==> config.mk <==
export PLATFORM = sky130hd
export DESIGN_NAME = phys_reg_free_list_flat
export DESIGN_NICKNAME = d
export VERILOG_FILES = /design/src/rtl/phys_reg_free_list_pkg.sv /design/src/rtl/phys_reg_free_list_if.sv /design/src/rtl/phys_reg_free_list_wrap_ptr.sv /design/src/rtl/phys_reg_free_list.sv /design/src/flat_wrapper.sv
export SDC_FILE = /design/constraint.sdc
export NUM_CORES = 1
export LEC_CHECK = 0
export BUFFER_PORTS_ARGS = -buffer_cell sky130_fd_sc_hd__buf_2
export CAP_MARGIN = 20
export CORE_AREA = 4 4 195 197
export CTS_CLUSTER_DIAMETER = 40
export DETAILED_ROUTE_END_ITERATION = 6
export DIE_AREA = 0 0 199 201
export PLACE_DENSITY = 0.52
export SLEW_MARGIN = 20
export SYNTH_ARGS = -nofsm -noshare
export SYNTH_HDL_FRONTEND = slang
export SYNTH_SLANG_ARGS = --single-unit
==> constraint.sdc <==
create_clock -name CLK -period 4.7 [get_ports CLK]
set_clock_uncertainty 0.1 [all_clocks]
set_input_delay 1.175 -clock CLK [delete_from_list [all_inputs] [get_ports CLK]]
set_output_delay 1.175 -clock CLK [all_outputs]
set_load 0.01 [all_outputs]
==> src/rtl/phys_reg_free_list_pkg.sv <==
// Shared sizing, tag types and pointer wrap helper for the physical register free list.
package phys_reg_free_list_pkg;

    localparam int unsigned NUM_PHYS_REGS = 64;
    localparam int unsigned NUM_ARCH_REGS = 35;
    localparam int unsigned LOG_PHYS      = $clog2(NUM_PHYS_REGS);
    localparam int unsigned DEPTH         = NUM_PHYS_REGS - NUM_ARCH_REGS;
    localparam int unsigned PTR_W         = $clog2(DEPTH);

    typedef logic [LOG_PHYS-1:0] preg_t;
    typedef logic [PTR_W-1:0]    ptr_t;

    // DEPTH is not a power of two, so wrap by explicit compare.
    function automatic ptr_t ptr_wrap_inc(input ptr_t p);
        return (p == ptr_t'(DEPTH - 1)) ? '0 : p + ptr_t'(1);
    endfunction

endpackage

==> src/rtl/phys_reg_free_list_if.sv <==
// Rename/retire-facing bundle of the free list. master = pipeline side, slave = free list.
interface phys_reg_free_list_if;
    import phys_reg_free_list_pkg::*;

    logic  alloc_req;
    logic  alloc_valid;
    preg_t alloc_preg;
    logic  retire_valid;
    preg_t retire_free_preg;
    logic  recover;
    preg_t free_count;
    logic  underflow_err;

    modport master (
        output alloc_req, retire_valid, retire_free_preg, recover,
        input  alloc_valid, alloc_preg, free_count, underflow_err
    );

    modport slave (
        input  alloc_req, retire_valid, retire_free_preg, recover,
        output alloc_valid, alloc_preg, free_count, underflow_err
    );

endinterface

==> src/rtl/phys_reg_free_list_wrap_ptr.sv <==
// Modulo-DEPTH pointer register: increments with wrap, or loads a new position.
module phys_reg_free_list_wrap_ptr
    import phys_reg_free_list_pkg::*;
(
    input  logic clk,
    input  logic rst,
    input  logic inc,
    input  logic load,
    input  ptr_t load_val,
    output ptr_t ptr
);

    // Load has priority over increment; reset returns to slot 0.
    always_ff @(posedge clk) begin
        if (rst) begin
            ptr <= '0;
        end else if (load) begin
            ptr <= load_val;
        end else if (inc) begin
            ptr <= ptr_wrap_inc(ptr);
        end
    end

endmodule

==> src/rtl/phys_reg_free_list.sv <==
// Circular free list of physical register tags with speculative and retire heads,
// allowing one-cycle flush recovery by rewinding the speculative head.
module phys_reg_free_list
    import phys_reg_free_list_pkg::*;
(
    input  logic                 CLK,
    input  logic                 RESET,
    phys_reg_free_list_if.slave  fl
);

    preg_t mem [DEPTH];
    ptr_t  head;
    ptr_t  rhead;
    ptr_t  tail;
    ptr_t  rhead_new;
    preg_t free_count;
    preg_t spec_count;
    logic  underflow_err;
    logic  do_alloc;
    logic  retire_ok;

    // Qualify requests; a retire with nothing outstanding only pushes.
    always_comb begin
        do_alloc  = fl.alloc_req && (free_count != '0) && !fl.recover;
        retire_ok = fl.retire_valid && ((spec_count != '0) || do_alloc);
        rhead_new = retire_ok ? ptr_wrap_inc(rhead) : rhead;
    end

    // Recovery rewinds to the retire head as it stands after any same-cycle retire.
    phys_reg_free_list_wrap_ptr u_head (
        .clk      (CLK),
        .rst      (RESET),
        .inc      (do_alloc),
        .load     (fl.recover),
        .load_val (rhead_new),
        .ptr      (head)
    );

    phys_reg_free_list_wrap_ptr u_rhead (
        .clk      (CLK),
        .rst      (RESET),
        .inc      (retire_ok),
        .load     (1'b0),
        .load_val ('0),
        .ptr      (rhead)
    );

    phys_reg_free_list_wrap_ptr u_tail (
        .clk      (CLK),
        .rst      (RESET),
        .inc      (fl.retire_valid),
        .load     (1'b0),
        .load_val ('0),
        .ptr      (tail)
    );

    // Tag storage: identity-following tags at reset, retired tags written at the tail.
    always_ff @(posedge CLK) begin
        if (RESET) begin
            for (int unsigned i = 0; i < DEPTH; i++) begin
                mem[i] <= preg_t'(NUM_ARCH_REGS + i);
            end
        end else if (fl.retire_valid) begin
            mem[tail] <= fl.retire_free_preg;
        end
    end

    // Free/speculative occupancy and sticky underflow flag.
    always_ff @(posedge CLK) begin
        if (RESET) begin
            free_count    <= preg_t'(DEPTH);
            spec_count    <= '0;
            underflow_err <= 1'b0;
        end else begin
            if (fl.recover) begin
                free_count <= preg_t'(DEPTH);
                spec_count <= '0;
            end else begin
                free_count <= free_count + preg_t'(fl.retire_valid) - preg_t'(do_alloc);
                spec_count <= spec_count + preg_t'(do_alloc) - preg_t'(retire_ok);
            end
            if (fl.retire_valid && !retire_ok) begin
                underflow_err <= 1'b1;
            end
        end
    end

    assign fl.alloc_valid   = (free_count != '0);
    assign fl.alloc_preg    = mem[head];
    assign fl.free_count    = free_count;
    assign fl.underflow_err = underflow_err;

endmodule

==> src/flat_wrapper.sv <==
// flat-port wrapper written by rule: the top's interface ports become plain ports
module phys_reg_free_list_flat import phys_reg_free_list_pkg::*;
  (CLK, RESET, fl_alloc_req, fl_retire_valid, fl_retire_free_preg, fl_recover, fl_alloc_valid, fl_alloc_preg, fl_free_count, fl_underflow_err);
  phys_reg_free_list_if fl_i ();
  input  logic CLK;
  input  logic RESET;
  input wire logic [$bits(fl_i.alloc_req)-1:0] fl_alloc_req;
  input wire logic [$bits(fl_i.retire_valid)-1:0] fl_retire_valid;
  input wire logic [$bits(fl_i.retire_free_preg)-1:0] fl_retire_free_preg;
  input wire logic [$bits(fl_i.recover)-1:0] fl_recover;
  output wire logic [$bits(fl_i.alloc_valid)-1:0] fl_alloc_valid;
  output wire logic [$bits(fl_i.alloc_preg)-1:0] fl_alloc_preg;
  output wire logic [$bits(fl_i.free_count)-1:0] fl_free_count;
  output wire logic [$bits(fl_i.underflow_err)-1:0] fl_underflow_err;
  assign fl_i.alloc_req = fl_alloc_req;
  assign fl_i.retire_valid = fl_retire_valid;
  assign fl_i.retire_free_preg = fl_retire_free_preg;
  assign fl_i.recover = fl_recover;
  assign fl_alloc_valid = fl_i.alloc_valid;
  assign fl_alloc_preg = fl_i.alloc_preg;
  assign fl_free_count = fl_i.free_count;
  assign fl_underflow_err = fl_i.underflow_err;
  phys_reg_free_list u_core (.CLK(CLK), .RESET(RESET), .fl(fl_i));
endmodule
==> run metrics <==
crit path kind register to output pin; vias in the first global route 6,869; Post-Synth XOR/XNOR Area 0.571%; initial antenna violation count 0; register area share after synthesis approximately three fifths; largest family of logic cells by synthesized area simple AND/OR/NAND/NOR gates; post-route ant nets 0; H-tree levels 2; crit end category output pin; Hold WC Path Type register to register; Starting DRT DRC Count 460; GRT met3 Usage between 3 and 4%; max-cap violation count 0; Worst Hold Launch u_core.fl.underflow_err; setup slack, reg-to-reg 1.61 ns; CTS Hold Bufs 0; postcts setup bufs 0; Clock Latency Late Sink roughly 0.5 ns; CP startpoint kind register; Core Util, Final 34.4%; average wire per standard cell about 19 µm; row cnt 70; die width a little under 200 µm; Pleak 0.00388 µW; Synth Flop Type edfxtp_1; VDD IR max 0.000292 V; CTS tree built; number of distinct library cells after synthesis 59; synthesized area per cell 12.2 µm²; Mapped Area ~11,000 µm²; Synth Warn # 0; setup TNS 0 ns; Num CTS Buffers 35; R2R depth 15; Post-Synth Simple-Gate Area 16.5%; hold slack between 0.3 and 0.4 ns; maximum clock rate 0.245 GHz; antenna cells 0; Multi-input gate area roughly 3800 µm²; Synth Net Count roughly 920; min Tclk post-route approximately 4.1 ns; Synth Area in Compound Gates under 10%; CTS resizes 0; # DRC 0; DIE HEIGHT about 200 µm; adder-cell share of the synthesized area under 10%; Die ar. ~40,000 µm²; Routability Congestion roughly 0.81; FF-to-FF End u_core.fl.free_count[4]; mux contribution to synthesized area between 10% and 20%; first-pass GRT wire length approximately 42 mm; setup violators final 0; vias per cell 5.01; asr flop ratio synth 0%; Final #Nets roughly 930; Hold Crit Depth 2; Storage cell area around 6400 µm²; total track usage between 10% and 20%; CTS max path bufs 3; Root Buffer clkbuf_16; Power Dens Cells between 400 and 500 nW/µm²; drt pass-1 iters 5; share of layout cells above drive strength 1 around 16%; GR Overflow Total 0; largest net degree at the start of global routing 43; core area 36,300 µm²; Gate Count Post-Synth 879; Arrival @ worst endpoint 2.80 ns; clock-pin slew on the worst setup and hold paths about 0.060 ns; final worst path period share just under 90%; I/O pins 25; status completed; GR peak layer met2; starting density of the core slightly below 30%; Area growth, synth to finish 16.1%; Hold Crit Endpoint u_core.fl.underflow_err; Post-synth EDFFs 192; GR Util met2 between 20% and 30%; routed wire length 26.9 mm; Filler cells 3,586; met1 usage around a fifth; CP required 3.42 ns; IO buf count 24; Fin. Hold Viols 0; RR Startpoint u_core.fl.free_count[2]; Final Max Tran Viols 0; Vias around 6.9k; Relative slew margins between 20 and 30%; DP Wirelength between 15 and 20 mm; worst slew pin tran 1.06 ns; synthesized flop and latch total roughly 230; most common cell after layout, fill and taps aside edfxtp_1; Clock Sinks approximately 230; RSZ-0062 raised after global routing false; crit path max fanout 11; most frequent cells in the layout 192 x edfxtp_1, 90 x nand2_1, 69 x nor2_1, 51 x mux2i_1, 48 x nor3_1
where the power goes:
part / total (µW) / switching, µW / internal (µW)
Clock: 2660 / 987 / 1670
Combinational: 650 / 390 / 260
Sequential: 2280 / 55.7 / 2230
Total: 5590 / 1430 / 4150
final cells by class:
cell class / instances / share of cell area (%)
Tap cell: 468 / 4.70
Clock buffer: 37 / 7.08
Clock inverter: 26 / 2.59
Sequential cell: 225 / 51.6
Timing Repair Buffer: 42 / 2.05
Inverter: 38 / 1.14
Multi-Input combinational cell: 546 / 30.9
kinds of logic (layout without fill, tap and decap cells):
family | Yosys count | after routing
buffers and inverters | 108 | 143
flip-flops | 225 | 225
adder cells (fa/ha/maj) | 26 | 26
multiplexers | 77 | 77
AO/OA/AOI/OAI | 78 | 78
XOR/XNOR | 7 | 7
AND/OR/NAND/NOR | 358 | 358
worst max-delay path, stage by stage (launching register included):
cell and delay [ns]:
dfxtp_1 0.43, buf_4 0.28, mux4_1 0.59, a22o_1 0.27, a221oi_1 0.41, nand3_1 0.14
buf_2 0.16
flip-flops by register name, indices dropped and copies added, names as in the netlist, named ones only:
name,flops
u_core.spec_count,6
u_core.fl.free_count,6
u_core.u_rhead.ptr,5
u_core.mem,192
u_core.fl.underflow_err,1
u_core.u_tail.ptr,5
u_core.u_head.ptr,5
cells in the mapped netlist, drive strengths merged (8+ instances only):
cell      n  area (µm²)
a221oi    8        76.3
mux4     24         586
or3      33         206
or2      22         138
nand2b   14        87.6
a22oi    13        97.6
clkbuf   51         193
nand3    44         220
buf      19         126
nor2     69         259
inv      38         143
nand2    90         338
dfxtp    33         661
a21oi    22         110
ha       24         300
mux2i    51         510
nor3     48         240
edfxtp  192        5770
metal layers:
metal | vias to the layer above | routed length (µm)
met2 | 174 | 12300
met5 | - | 0
met4 | 0 | 527
met1 | 3419 | 12600
li1 | 3280 | -
met3 | 44 | 1500
through the flow:
| step | instances | setup slack [ns] | area [µm²] | total power [µW] |
|---|---|---|---|---|
| 2_1_floorplan | 879 | 1.41 | 10700 | 2780 |
| 3_3_place_gp | 1319 | 1.14 | 11300 | 2970 |
| 3_5_place_dp | 1319 | 1.12 | 11300 | 2980 |
| 4_1_cts | 1382 | 0.571 | 12500 | 5650 |
| 5_1_grt | 1382 | 0.478 | 12500 | 5830 |
| 6_report | 1382 | 0.622 | 12500 | 5590 |
worst max-delay path by stage:
stage,slack [ns],cells after the start,to,startpoint
floorplan,1.41,12,u_core.spec_count[4],fl_retire_valid
global placement,1.14,12,u_core.spec_count[4],fl_retire_valid
detailed placement,1.12,12,u_core.spec_count[4],fl_retire_valid
CTS,0.57,6,fl_alloc_preg[4],register
global route,0.48,6,fl_alloc_preg[3],register
finish,0.62,6,fl_alloc_preg[3],register
(Power assumes the default switching activity.)
